File: src/rtl/inst_fetcher_pkg.sv
// eei: shared execution-environment types for the fetch path.
//   XLEN/ILEN  - address and instruction widths
//   Addr/Inst  - address and instruction words
//   FetchState - inst_fetcher FSM state
//   FetchEntry - one buffered instruction with its PC
package eei;
  localparam int XLEN = 64;
  localparam int ILEN = 32;

  typedef logic [XLEN-1:0] Addr;
  typedef logic [ILEN-1:0] Inst;

  // S_IDLE: nothing outstanding; S_WAIT: response pending;
  // S_DROP: response pending but stale (a flush overtook it).
  typedef enum logic [1:0] {S_IDLE, S_WAIT, S_DROP} FetchState;

  typedef struct packed {
    Addr pc;
    Inst bits;
  } FetchEntry;
endpackage

File: src/rtl/inst_fetcher_if.sv
// i_membus: instruction-side memory request/response channel.
//   mem_valid/mem_ready/mem_addr  - request handshake (fetcher -> arbiter)
//   mem_rvalid/mem_rdata          - response, one per accepted request
// master = fetcher side, slave = memory/arbiter side.
interface inst_fetcher_if;
  logic     mem_valid;
  logic     mem_ready;
  eei::Addr mem_addr;
  logic     mem_rvalid;
  eei::Inst mem_rdata;

  modport master (output mem_valid, mem_addr, input mem_ready, mem_rvalid, mem_rdata);
  modport slave  (input mem_valid, mem_addr, output mem_ready, mem_rvalid, mem_rdata);
endinterface

File: src/rtl/inst_fetcher_sync_fifo.sv
// sync_fifo: single-clock FIFO, power-of-two DEPTH.
//   clk, rst (sync, active high), clear (sync flush of contents)
//   push/push_data, pop, count (0..DEPTH), head (valid when count != 0)
// Push and pop in the same cycle are legal even when full: the write lands
// in the slot being vacated by the pop.
module sync_fifo #(
  parameter int WIDTH = 96,
  parameter int DEPTH = 4
) (
  input  logic                     clk,
  input  logic                     rst,
  input  logic                     clear,
  input  logic                     push,
  input  logic [WIDTH-1:0]         push_data,
  input  logic                     pop,
  output logic [$clog2(DEPTH):0]   count,
  output logic [WIDTH-1:0]         head
);
  localparam int AW = $clog2(DEPTH);

  logic [WIDTH-1:0] mem [DEPTH];
  logic [AW-1:0]    rd_ptr, wr_ptr;

  assign head = mem[rd_ptr];

  always_ff @(posedge clk) begin
    if (rst) begin
      rd_ptr <= '0;
      wr_ptr <= '0;
      count  <= '0;
      // storage is zeroed so the head reads 0 out of reset
      for (int i = 0; i < DEPTH; i++) mem[i] <= '0;
    end else if (clear) begin
      rd_ptr <= '0;
      wr_ptr <= '0;
      count  <= '0;
    end else begin
      if (push) begin
        mem[wr_ptr] <= push_data;
        wr_ptr      <= wr_ptr + 1'b1;
      end
      if (pop) rd_ptr <= rd_ptr + 1'b1;
      count <= count + {{AW{1'b0}}, push} - {{AW{1'b0}}, pop};
    end
  end
endmodule

File: src/rtl/inst_fetcher.sv
// inst_fetcher: sequential instruction prefetch with one request in flight.
//   clk, rst          - clock, synchronous active-high reset
//   flush, flush_pc   - redirect; clears buffered/in-flight work
//   bus (master)      - i_membus request/response
//   inst_valid/ready  - head-of-queue handshake to decode
//   inst_pc/inst_bits - head entry
// Build option: INST_FETCHER_BYPASS_EN - when the queue is empty a response
// arriving in S_WAIT is presented on inst_* in the same cycle.
module inst_fetcher import eei::*; #(
  parameter int  FIFO_DEPTH = 4,
  parameter Addr INIT_PC    = '0
) (
  input  logic                  clk,
  input  logic                  rst,
  input  logic                  flush,
  input  Addr                   flush_pc,
  inst_fetcher_if.master        bus,
  output logic                  inst_valid,
  input  logic                  inst_ready,
  output Addr                   inst_pc,
  output Inst                   inst_bits
);
  localparam int CW = $clog2(FIFO_DEPTH) + 1;

  FetchState          state;
  Addr                fetch_pc, req_pc;
  logic [CW-1:0]      count;
  logic [$bits(FetchEntry)-1:0] head_raw;
  FetchEntry          head;
  logic               fifo_ne, rsp_hit, push, pop;

  assign head    = head_raw;
  assign fifo_ne = (count != '0);
  assign rsp_hit = !rst && (state == S_WAIT) && bus.mem_rvalid;

  // mem_valid has to drop in the flush cycle itself, so it is decoded from
  // the registered state rather than registered on its own.
  assign bus.mem_valid = !rst && (state == S_IDLE) && (count < CW'(FIFO_DEPTH)) && !flush;
  assign bus.mem_addr  = fetch_pc;

`ifdef INST_FETCHER_BYPASS_EN
  logic bypass;
  assign bypass = rsp_hit && !fifo_ne;
  always_comb begin
    inst_valid = bypass ? !flush : fifo_ne;
    inst_pc    = bypass ? req_pc : head.pc;
    inst_bits  = bypass ? bus.mem_rdata : head.bits;
  end
  // a bypassed entry consumed on the spot never enters the queue
  assign push = rsp_hit && !flush && !(bypass && inst_ready);
`else
  always_comb begin
    inst_valid = fifo_ne;
    inst_pc    = head.pc;
    inst_bits  = head.bits;
  end
  assign push = rsp_hit && !flush;
`endif

  assign pop = inst_valid && inst_ready && fifo_ne;

  always_ff @(posedge clk) begin
    if (rst) begin
      state    <= S_IDLE;
      fetch_pc <= INIT_PC;
      req_pc   <= '0;
    end else if (flush) begin
      fetch_pc <= flush_pc;
      // a response landing in the flush cycle retires the stale request
      state    <= (state != S_IDLE && !bus.mem_rvalid) ? S_DROP : S_IDLE;
    end else begin
      case (state)
        S_IDLE: if (bus.mem_valid && bus.mem_ready) begin
          req_pc   <= fetch_pc;
          fetch_pc <= fetch_pc + Addr'(4);
          state    <= S_WAIT;
        end
        S_WAIT, S_DROP: if (bus.mem_rvalid) state <= S_IDLE;
        default: state <= S_IDLE;
      endcase
    end
  end

  sync_fifo #(.WIDTH($bits(FetchEntry)), .DEPTH(FIFO_DEPTH)) u_fifo (
    .clk       (clk),
    .rst       (rst),
    .clear     (flush),
    .push      (push),
    .push_data ({req_pc, bus.mem_rdata}),
    .pop       (pop),
    .count     (count),
    .head      (head_raw)
  );

`ifndef SYNTHESIS
  always_ff @(posedge clk)
    if (!rst) assert (!(state == S_IDLE && bus.mem_rvalid))
      else $error("inst_fetcher: mem_rvalid with no request outstanding");
`endif
endmodule

File: src/flat_wrapper.sv
// flat-port wrapper written by rule: the top's interface ports become plain ports
module inst_fetcher_flat import eei::*;
#(
  parameter int  FIFO_DEPTH = 4,
  parameter Addr INIT_PC    = '0
)
  (clk, rst, flush, flush_pc, inst_valid, inst_ready, inst_pc, inst_bits, bus_mem_valid, bus_mem_addr, bus_mem_ready, bus_mem_rvalid, bus_mem_rdata);
  inst_fetcher_if bus_i ();
  input  logic clk;
  input  logic rst;
  input  logic flush;
  input  Addr flush_pc;
  output logic inst_valid;
  input  logic inst_ready;
  output Addr inst_pc;
  output Inst inst_bits;
  output wire logic [$bits(bus_i.mem_valid)-1:0] bus_mem_valid;
  output wire logic [$bits(bus_i.mem_addr)-1:0] bus_mem_addr;
  input wire logic [$bits(bus_i.mem_ready)-1:0] bus_mem_ready;
  input wire logic [$bits(bus_i.mem_rvalid)-1:0] bus_mem_rvalid;
  input wire logic [$bits(bus_i.mem_rdata)-1:0] bus_mem_rdata;
  assign bus_mem_valid = bus_i.mem_valid;
  assign bus_mem_addr = bus_i.mem_addr;
  assign bus_i.mem_ready = bus_mem_ready;
  assign bus_i.mem_rvalid = bus_mem_rvalid;
  assign bus_i.mem_rdata = bus_mem_rdata;
  inst_fetcher #(.FIFO_DEPTH(FIFO_DEPTH), .INIT_PC(INIT_PC)) u_core (.clk(clk), .rst(rst), .flush(flush), .flush_pc(flush_pc), .bus(bus_i), .inst_valid(inst_valid), .inst_ready(inst_ready), .inst_pc(inst_pc), .inst_bits(inst_bits));
endmodule
File: config.mk
export PLATFORM = sky130hd
export DESIGN_NAME = inst_fetcher_flat
export DESIGN_NICKNAME = d
export VERILOG_FILES = /design/src/rtl/inst_fetcher_pkg.sv /design/src/rtl/inst_fetcher_if.sv /design/src/rtl/inst_fetcher_sync_fifo.sv /design/src/rtl/inst_fetcher.sv /design/src/flat_wrapper.sv
export SDC_FILE = /design/constraint.sdc
export NUM_CORES = 1
export LEC_CHECK = 0
export ABC_AREA = 1
export BUFFER_PORTS_ARGS = -buffer_cell sky130_fd_sc_hd__buf_2
export CAP_MARGIN = 25
export CORE_ASPECT_RATIO = 0.5
export CORE_MARGIN = 1.5
export CORE_UTILIZATION = 45
export CTS_BUF_LIST = sky130_fd_sc_hd__clkbuf_8
export CTS_CLUSTER_SIZE = 12
export DETAILED_ROUTE_END_ITERATION = 12
export GPL_TIMING_DRIVEN = 0
export PLACE_DENSITY_LB_ADDON = 0.1
export SYNTH_ARGS = -nofsm -noshare
export SYNTH_HDL_FRONTEND = slang
export SYNTH_SLANG_ARGS = --single-unit
File: constraint.sdc
create_clock -name clk -period 4.9 [get_ports clk]
set_clock_uncertainty 0.05 [all_clocks]
set_input_delay 0.49 -clock clk [delete_from_list [all_inputs] [get_ports clk]]
set_output_delay 0.49 -clock clk [all_outputs]
set_load 0.05 [all_outputs]
# Yosys cells after proc, flatten, opt, wreduce, memory -nomap -nowiden
# Memories as Yosys holds them, arrays and structs flattened. A register that Yosys moved wholly into a read port is not among the register bits.
# Cells that the tools add are included.
[totals] ram_bits=384 reg_bits=137 output_inout_bits=162 n_memories=1 elab_cells=61
[op_classes] bitwise_logic=1 eq_ne=4 n_mux=19 order_cmp=1 n_reduce_logical=24 addsub=5
[mem_list] memory="u_core.u_fifo.mem" words=4 word_bits=96 read_ports=1 rd_clocked_by_memory_dff=1 write_ports=4 line_no="inst_fetcher_sync_fifo.sv:21" text="logic [WIDTH-1:0] mem [DEPTH];"
[op_table] cell="$mux 64" n=3
[op_table] cell="$mux 96" n=1
[op_table] cell="$reduce_or 96->1" n=1
[op_table] cell="$add 64x3->64 const B" n=1
[op_table] cell="$mux 2" n=7
[op_table] cell="$logic_and 1x1->1" n=10
[op_table] cell="$mux 1" n=7
[op_table] cell="$ne 3x3->1 const B" n=2
[op_table] cell="$reduce_bool 2->1" n=3
[op_table] cell="$add 2x1->2 const B" n=2
[op_table] cell="$pmux 2 s2" n=1
[op_table] cell="$reduce_and 2->1" n=2
[op_table] cell="$reduce_or 2->1" n=2
[op_table] cell="$add 3x1->3" n=1
[op_table] cell="$logic_not 1->1" n=3
[op_table] cell="$lt 3x3->1 const B" n=1
[op_table] cell="$reduce_and 3->1" n=1
[op_table] cell="$reduce_bool 3->1" n=1
[op_table] cell="$sub 3x1->3" n=1
[op_table] cell="$eq 2x1->1 const B" n=1
[op_table] cell="$eq 2x2->1 const B" n=1
[op_table] cell="$logic_not 2->1" n=1
[op_table] cell="$not 1->1" n=1

# Depth between registers and ports, before layout
# Gate-level depths: netlist of run 1.
[logic_depth] word_depth=10 mapped_depth=14 ltp_nobuf=13

# Hierarchy
# Synthesis of run 1 repeated with hierarchy kept, for this count alone.
[unflattened] hier_cells=2869 hier_area_um2=25376.8
[by_module_without_submodules] mod="sync_fifo" area_per_inst_um2=18395.1 n_inst=1 cells_per_inst=1791 seq_area_each_um2=11711.2
[by_module_without_submodules] mod="inst_fetcher" area_per_inst_um2=6981.7 n_inst=1 cells_per_inst=1078 seq_area_each_um2=2602.5

# Worst setup path before layout of run 1
# OpenSTA, ideal clock, no wires.
[synth_timing] path_type="input to register" startpoint="input port rst" endpoint="memory u_core.u_fifo.mem[2][0], enable pin" stages=9 required_time_ns=4.392 path_slack_ns=0.874 arrival_ns=3.518 path_cell_list="nor2_4 -> inv_2 -> nor2_2 -> inv_2 -> nor2_2 -> nand2_1 -> buf_2 -> buf_4 -> nand2_1"
[synth_lines] item="start, declared" line_no="flat_wrapper.sv:10" text="input logic rst;"
[synth_lines] item="end, declared" line_no="inst_fetcher_sync_fifo.sv:21"

==> results.md, run 1 <==
- Post-DP HPWL: 53,100 um
- Area Growth Syn to Fin: 16.5%
- Worst EP arrival: approximately 3300 ps
- Hold buffers post-CTS: 2
- Post-synthesis register bit count: about 520
- Die H: ~160 um
- Max Slew Vio Count: 0
- Maxcap violations: 0
- Int Power: 0.00694 W
- Worst Path Required: 4360 ps
- Syn_nets: about 2,700
- Starting DRT DRC Count: 2,057
- M2 GR Usage: 0.453
- Status: completed
- Top cells by area, synth: edfxtp_1 (49%), dfxtp_1 (12%), nor2_1 (11%)
- CP max-delay cell: clkbuf_1
- Row cnt: 58
- Routed vias/inst: 5.44
- Gate count of the mapped netlist: about 2,600
- Worst Hold End: u_core.bus.mem_addr[2]
- Synthesized area: 23,500 sq um
- Seq/Total Area, Yosys: 0.610
- Clock latency on the worst-skew pair: 660 ps
- First-pass DRT Iterations: 6
- # H-tree levels: 3
- Critical path class: register to primary output
- Buffers plus inverters on the worst setup path: 4
- Clock Power Share: 0.381
- Initial Utilization: 0.461
- # clock sinks: about 520
- Synth Warn #: 0
- CP Capture Type: primary output
- DIE AREA: approximately 54,000 sq um
- Power Total: 0.00947 W
- Core ar.: 50,900 sq um
- Fin crit share: 0.788
- Crit Reg-Reg Startpoint: u_core.state[1]
- Combinational share of power: 0.088
- RSZ-0062 raised after global routing: no
- Busiest grt layer: met2
- Final worst slack: between 1000 and 1500 ps
- Grt met3 use: 0.0515
- Gr usage total: 0.288
- Post-route ant nets: 0
- Vias in the first global route: 18,700
- CTS Buffer Depth: 3
- Layout cells sized above 1: 0.157
- I/O Pins: ~260
- Maximum clock rate: ~260 MHz
- Setup Fix Bufs, Post-CTS: 0
- Synth area leader: edfxtp_1
- GRT met1 Usage: 0.406
- Sw power: between 0.002 and 0.003 W
- Detailed Route WL: roughly 80,000 um
- Most numerous cell in the Yosys netlist: nor2_1
- R2R depth: 11
- Slew HR: 0.361
- Clock root cell: clkbuf_8
- Fin cells: around 3,600
- Fillers: 4,753
- R2R setup slack: about 1400 ps
- Commonest cells post-synth: nor2_1 (716), edfxtp_1 (384), o21ai_0 (269)
- EDFF count, synth: 384
- Pleak: 10.7 nW
- Vias: ~20,000
- Worst Path Max Fanout: 10
- Max incr delay on CP: 640 ps
- Num CTS Buffers: just under 80
- CP Cell Sequence: buf_2 -> clkbuf_1 -> clkbuf_1 -> nor2_1 -> o22ai_1 -> buf_2
- Post-Route Setup TNS: 0 ps
- Drt drc: 0
- # port buffers: 263
- Net Sw Frac: 0.267
- WHS: between 40 and 50 ps
- Post-CTS Resized: 0
- Reg2reg end: u_core.u_fifo.mem[1][8]
- Die Wd: roughly 330 um
- Grt ovf: 0
- Tightest Pin Transition: about 960 ps
- Power Dens Cells: 347 nW/um^2
- Critical Path Source Type: register
- Largest net degree at the start of global routing: 65
- Placer Congestion: between 0.9 and 1
- Final nets: approximately 3,000
- Final hold violations: 0
- Synth top area share: 0.492
- Predominant post-synthesis flop cell: edfxtp_1
- Sequential Power Share: 0.531
- Final setup fails: 0
- Crit-path leading delay family: buffers and inverters
- First-pass GRT wire length: around 110,000 um
- Synthesized area per cell: around 9 sq um
- Min-delay src: flush_pc[2]
- Tmin final: 3860 ps
- Dpl cells: 3,512
- Antenna violations before repair: 0
- Max VDD drop: approximately 0.17 mV
- Ant diodes: 0
- Hold path depth: 3
- Post-synth cell types: 43
- Ys async rst share: 0
- HP Class: primary input to register
- TritonCTS clock tree: done
- DR WL/cell: approximately 21 um
- Pre-CTS setup slack: 1190 ps
- Clk slew on worst S/H paths: roughly 70 ps
[state kept, by name (all words and copies together) (netlist names), named ones only]
name	flops
u_core.bus.mem_addr	64
u_core.u_fifo.rd_ptr	2
u_core.u_fifo.count	3
u_core.u_fifo.wr_ptr	2
u_core.req_pc	64
u_core.state	2
u_core.u_fifo.mem	384
[cells in the final DEF (no fill, tap or decap), types with 5 or more instances in the layout]
cell,instances
a211oi_1,20
a21oi_1,88
a22o_1,8
a31oi_1,15
buf_1,10
buf_2,300
clkbuf_1,99
clkbuf_8,87
clkinv_1,15
clkinv_2,8
dfxtp_1,139
edfxtp_1,384
ha_1,5
inv_1,218
nand2_1,265
nand2_2,15
nand2_4,5
nand3_1,72
nand3b_1,6
nand4_1,20
nor2_1,716
nor2_2,13
nor2_4,7
nor3_1,8
o211ai_1,8
o21ai_0,269
o21ai_1,5
o22ai_1,97
xnor2_1,9
xor2_1,7
[per-stage QoR]
| step | cell area (sq um) | util |
|---|---|---|
| floorplan | 23500 | - |
| global placement | 25600 | 0.504 |
| detailed placement | 25800 | 0.507 |
| CTS | 27300 | 0.537 |
| global route | 27300 | 0.537 |
| finish | 27300 | 0.537 |
[layout make-up]
class,instances,area [sq um],area share
sequential,523,14300,0.524
multi-input combinational,1675,7750,0.284
timing repair buffer,270,1470,0.0537
clock buffer,87,1200,0.0438
tap,690,863,0.0316
inverter,205,774,0.0283
buffer,151,647,0.0237
clock inverter,48,314,0.0115
[tightest hold or removal path, stage by stage]
cell and delay (ps):
buf_2 90, nand2_1 50, a31oi_1 70
[power groups by stage]
stage	combinational [W]	clock, W	sequential [W]
2_1_floorplan	0.000420	0	0.00520
3_3_place_gp	0.000810	0	0.00514
3_5_place_dp	0.000832	0	0.00512
4_1_cts	0.000836	0.00364	0.00502
5_1_grt	0.000891	0.00385	0.00504
6_report	0.000838	0.00361	0.00503
[kinds of logic (layout without fill, tap and decap cells)]
logic type	Yosys count	count (layout)	share of synthesized area
DFF	523	523	0.610
adders and majority gates	6	6	0.00352
buffers and inverters	356	761	0.0604
xor gates and xnor gates	16	16	0.00597
AOI/OAI and AO/OA	515	515	0.121
and+or+nand+nor	1138	1138	0.199
[layer usage]
layer	up-vias	share of wire
met5	-	0
met4	0	0.027
met3	136	0.089
met2	902	0.45
met1	9485	0.43
li1	9326	-
[how the worst max path moves through the flow]
stage / cells after the start / to
detailed placement: 11 / u_core.u_fifo.mem[1][30]
finish: 6 / inst_pc[55]
CTS: 6 / inst_pc[56]
global placement: 9 / u_core.u_fifo.mem[0][29]
global route: 6 / inst_pc[56]
floorplan: 9 / u_core.u_fifo.mem[2][0]
Power figures use the tool's default switching activity.
==> run 2, diff against run 1 <==
- clock period: 4.9 -> 3.8 ns (I/O delays scaled with it)
==> results.md, run 2 (synthesized netlist as in run 1, its figures left out) <==
- Final nets: 3,056 (was 3,011)
- Clock latency on the worst-skew pair: 660 ps (about the same)
- Starting DRT DRC Count: 2,152 (was 2,057)
- DR WL/cell: 21.0 um (was 21.3 um)
- Maxcap violations: 0 (unchanged)
- Placer Congestion: 0.949 (was 0.990)
- Worst Path Required: 3370 ps (was 4360 ps)
- Post-Route Utilization: 0.546 (was 0.537)
- Clk slew on worst S/H paths: 60 ps (was 70 ps)
- Final hold violations: 0 (unchanged)
- Buffers plus inverters on the worst setup path: 3 (was 4)
- Post-DP HPWL: 52,200 um (was 53,100 um)
- Crit-path leading delay family: buffers and inverters (unchanged)
- Fin cells: 3,696 (was 3,649)
- Post-route ant nets: 0 (unchanged)
- Largest net degree at the start of global routing: 97 (was 65)
- Cell repeated most along the worst path: clkbuf_1
- Antenna violations before repair: 0 (unchanged)
- Fin crit share: 0.933
- M2 GR Usage: 0.440 (was 0.453)
- CP max-delay cell: dfxtp_1 (was clkbuf_1)
- Dpl cells: 3,508 (was 3,512)
- Vias in the first global route: 18,500 (was 18,700)
- Max VDD drop: 0.200 mV (was 0.171 mV)
- Ant diodes: 0 (unchanged)
- Routed vias/inst: 5.40 (was 5.44)
- Pleak: 10.8 nW (was 10.7 nW)
- Row cnt: 58 (unchanged)
- Commonest non-fill, non-tap cell in the layout: nor2_1 (unchanged)
- Die H: 164 um (unchanged)
- WHS: 30.7 ps (was 49.9 ps)
- TritonCTS clock tree: done (unchanged)
- Tightest Pin Transition: 910 ps (was 958 ps)
- DIE AREA: 53,600 sq um (unchanged)
- Placed Area: 25,700 sq um (was 25,800 sq um)
- First-pass GRT wire length: 114,000 um (about the same)
- Vias: 20,000 (was 19,800)
- Grt met3 use: 0.0545 (was 0.0515)
- Gr usage total: 0.286 (was 0.288)
- First-pass DRT Iterations: 8 (was 6)
- I/O Pins: 264 (unchanged)
- Max Slew Vio Count: 0 (unchanged)
- Worst EP arrival: 3120 ps (was 3320 ps)
- CP Capture Type: primary output (unchanged)
- HP Class: primary input to register (unchanged)
- Drt drc: 0 (unchanged)
- Busiest grt layer: met2 (unchanged)
- Status: completed (unchanged)
- Worst Path Max Fanout: 10 (unchanged)
- Die Wd: 326 um (unchanged)
- Post-Route Setup TNS: 0 ps (unchanged)
- # clock sinks: 523 (unchanged)
- Critical path class: register to primary output (unchanged)
- Area Growth Syn to Fin: 18.4% (was 16.5%)
- Slew HR: 0.394 (was 0.361)
- Max reg flops: 384 (unchanged)
- Layout cells sized above 1: 0.155 (was 0.157)
- Initial Utilization: 0.461 (unchanged)
- Clock root cell: clkbuf_8 (unchanged)
- CTS Buffer Depth: 3 (unchanged)
- Maximum clock rate: 282 MHz
- Tmin final: about 3500 ps
- Max incr delay on CP: 580 ps (was 640 ps)
- Detailed Route WL: 77,800 um (about the same)
- Fillers: 4,838 (was 4,753)
- Num CTS Buffers: 77 (unchanged)
- Most flops, register: u_core.u_fifo.mem (unchanged)
- RSZ-0062 raised after global routing: no (unchanged)
- Critical Path Source Type: register (unchanged)
- Commonest cells after routing, fill and taps aside: nor2_1 (716), edfxtp_1 (384), buf_2 (300), o21ai_0 (269), nand2_1 (265) (unchanged)
- Design area: 27,800 sq um (was 27,300 sq um)
- Power Dens Cells: 441 nW/um^2 (was 347 nW/um^2)
- Final setup fails: 0 (unchanged)
- Grt ovf: 0 (unchanged)
- # H-tree levels: 3 (unchanged)
- Setup Fix Bufs, Post-CTS: 0 (unchanged)
- Core ar.: 50,900 sq um (unchanged)
- GRT met1 Usage: 0.408 (was 0.406)
- # port buffers: 263 (unchanged)
- CP Cell Sequence: clkbuf_1 -> clkbuf_1 -> o21ai_0 -> o22ai_1 -> buf_2 (was buf_2 -> clkbuf_1 -> clkbuf_1 -> nor2_1 -> o22ai_1 -> buf_2)
==> run 2: cell count changes in the layout (fill, tap and decap cells not counted), moves of 2 or more <==
cell,change
clkbuf_1,-2
clkinv_2,-2
bufinv_16,-2
inv_8,-2
clkinvlp_4,+2
clkbuf_8,+5
nand2_8,+3
buf_16,-3
clkinv_1,-8
inv_1,+6
nand2_4,-3
dlygate4sd3_1,+51
clkinv_8,+2
==> run 2: path summary, 6_finish.rpt <==
kind / endpoint / startpoint / slack (ps) / cells past startpoint
setup / recovery: inst_pc[55] / register / 250 / 5
hold / removal: u_core.u_fifo.mem[1][11] / bus_mem_rdata[11] / 30 / 3
setup reg to reg: u_core.u_fifo.mem[2][45] / u_core.state[1] / 460 / 10
hold reg to reg: u_core.state[1] / u_core.state[1] / 430 / 2
==> run 2: what timing repair did <==
item	4_1_cts	5_1_grt
endpoints found under the hold margin	85	0
resized for setup	0	0
endpoints found under the setup margin	8	7
hold buffers	53	0
==> run 2: area by class of cell <==
class | instances | area (sq um) | share of cell area
plain buffers | 149 | 639 | 0.0230
clock buffers | 92 | 1270 | 0.0456
clock inverters | 45 | 270 | 0.00973
inverters | 205 | 774 | 0.0279
multi-input cells | 1675 | 7780 | 0.280
flip-flops and latches | 523 | 14300 | 0.515
well taps | 690 | 863 | 0.0311
repair buffers | 317 | 1870 | 0.0675
==> run 2: metrics by stage <==
step / total power, W / setup slack, ps
2_1_floorplan: 0.00724 / 423
3_3_place_gp: 0.00766 / -1450
3_5_place_dp: 0.00766 / 478
4_1_cts: 0.0123 / 77.9
5_1_grt: 0.0126 / 139
6_report: 0.0123 / 254
==> run 2: worst register-to-register path, delay by kind of cell (launching register included) <==
| kind | cells | cell delay [ps] |
|---|---|---|
| adders and majority gates | 1 | 170 |
| buffers and inverters | 4 | 970 |
| and+or+nand+nor | 5 | 1210 |
| DFF | 1 | 340 |
==> run 2: metal layers <==
metal | share of wire | vias to the layer above | wire, um
met1 | 0.44 | 9543 | 34300
met3 | 0.087 | 135 | 6800
met4 | 0.028 | 0 | 2180
met2 | 0.44 | 879 | 34500
li1 | - | 9414 | -
met5 | 0 | - | 0
==> run 2: report_power, final <==
group,switching (W),internal (W),leakage (nW)
Combinational,0.000843,0.000267,4.87
Clock,0.00231,0.00235,0.878
Sequential,0.000145,0.00634,5.10
Total,0.00330,0.00895,10.8
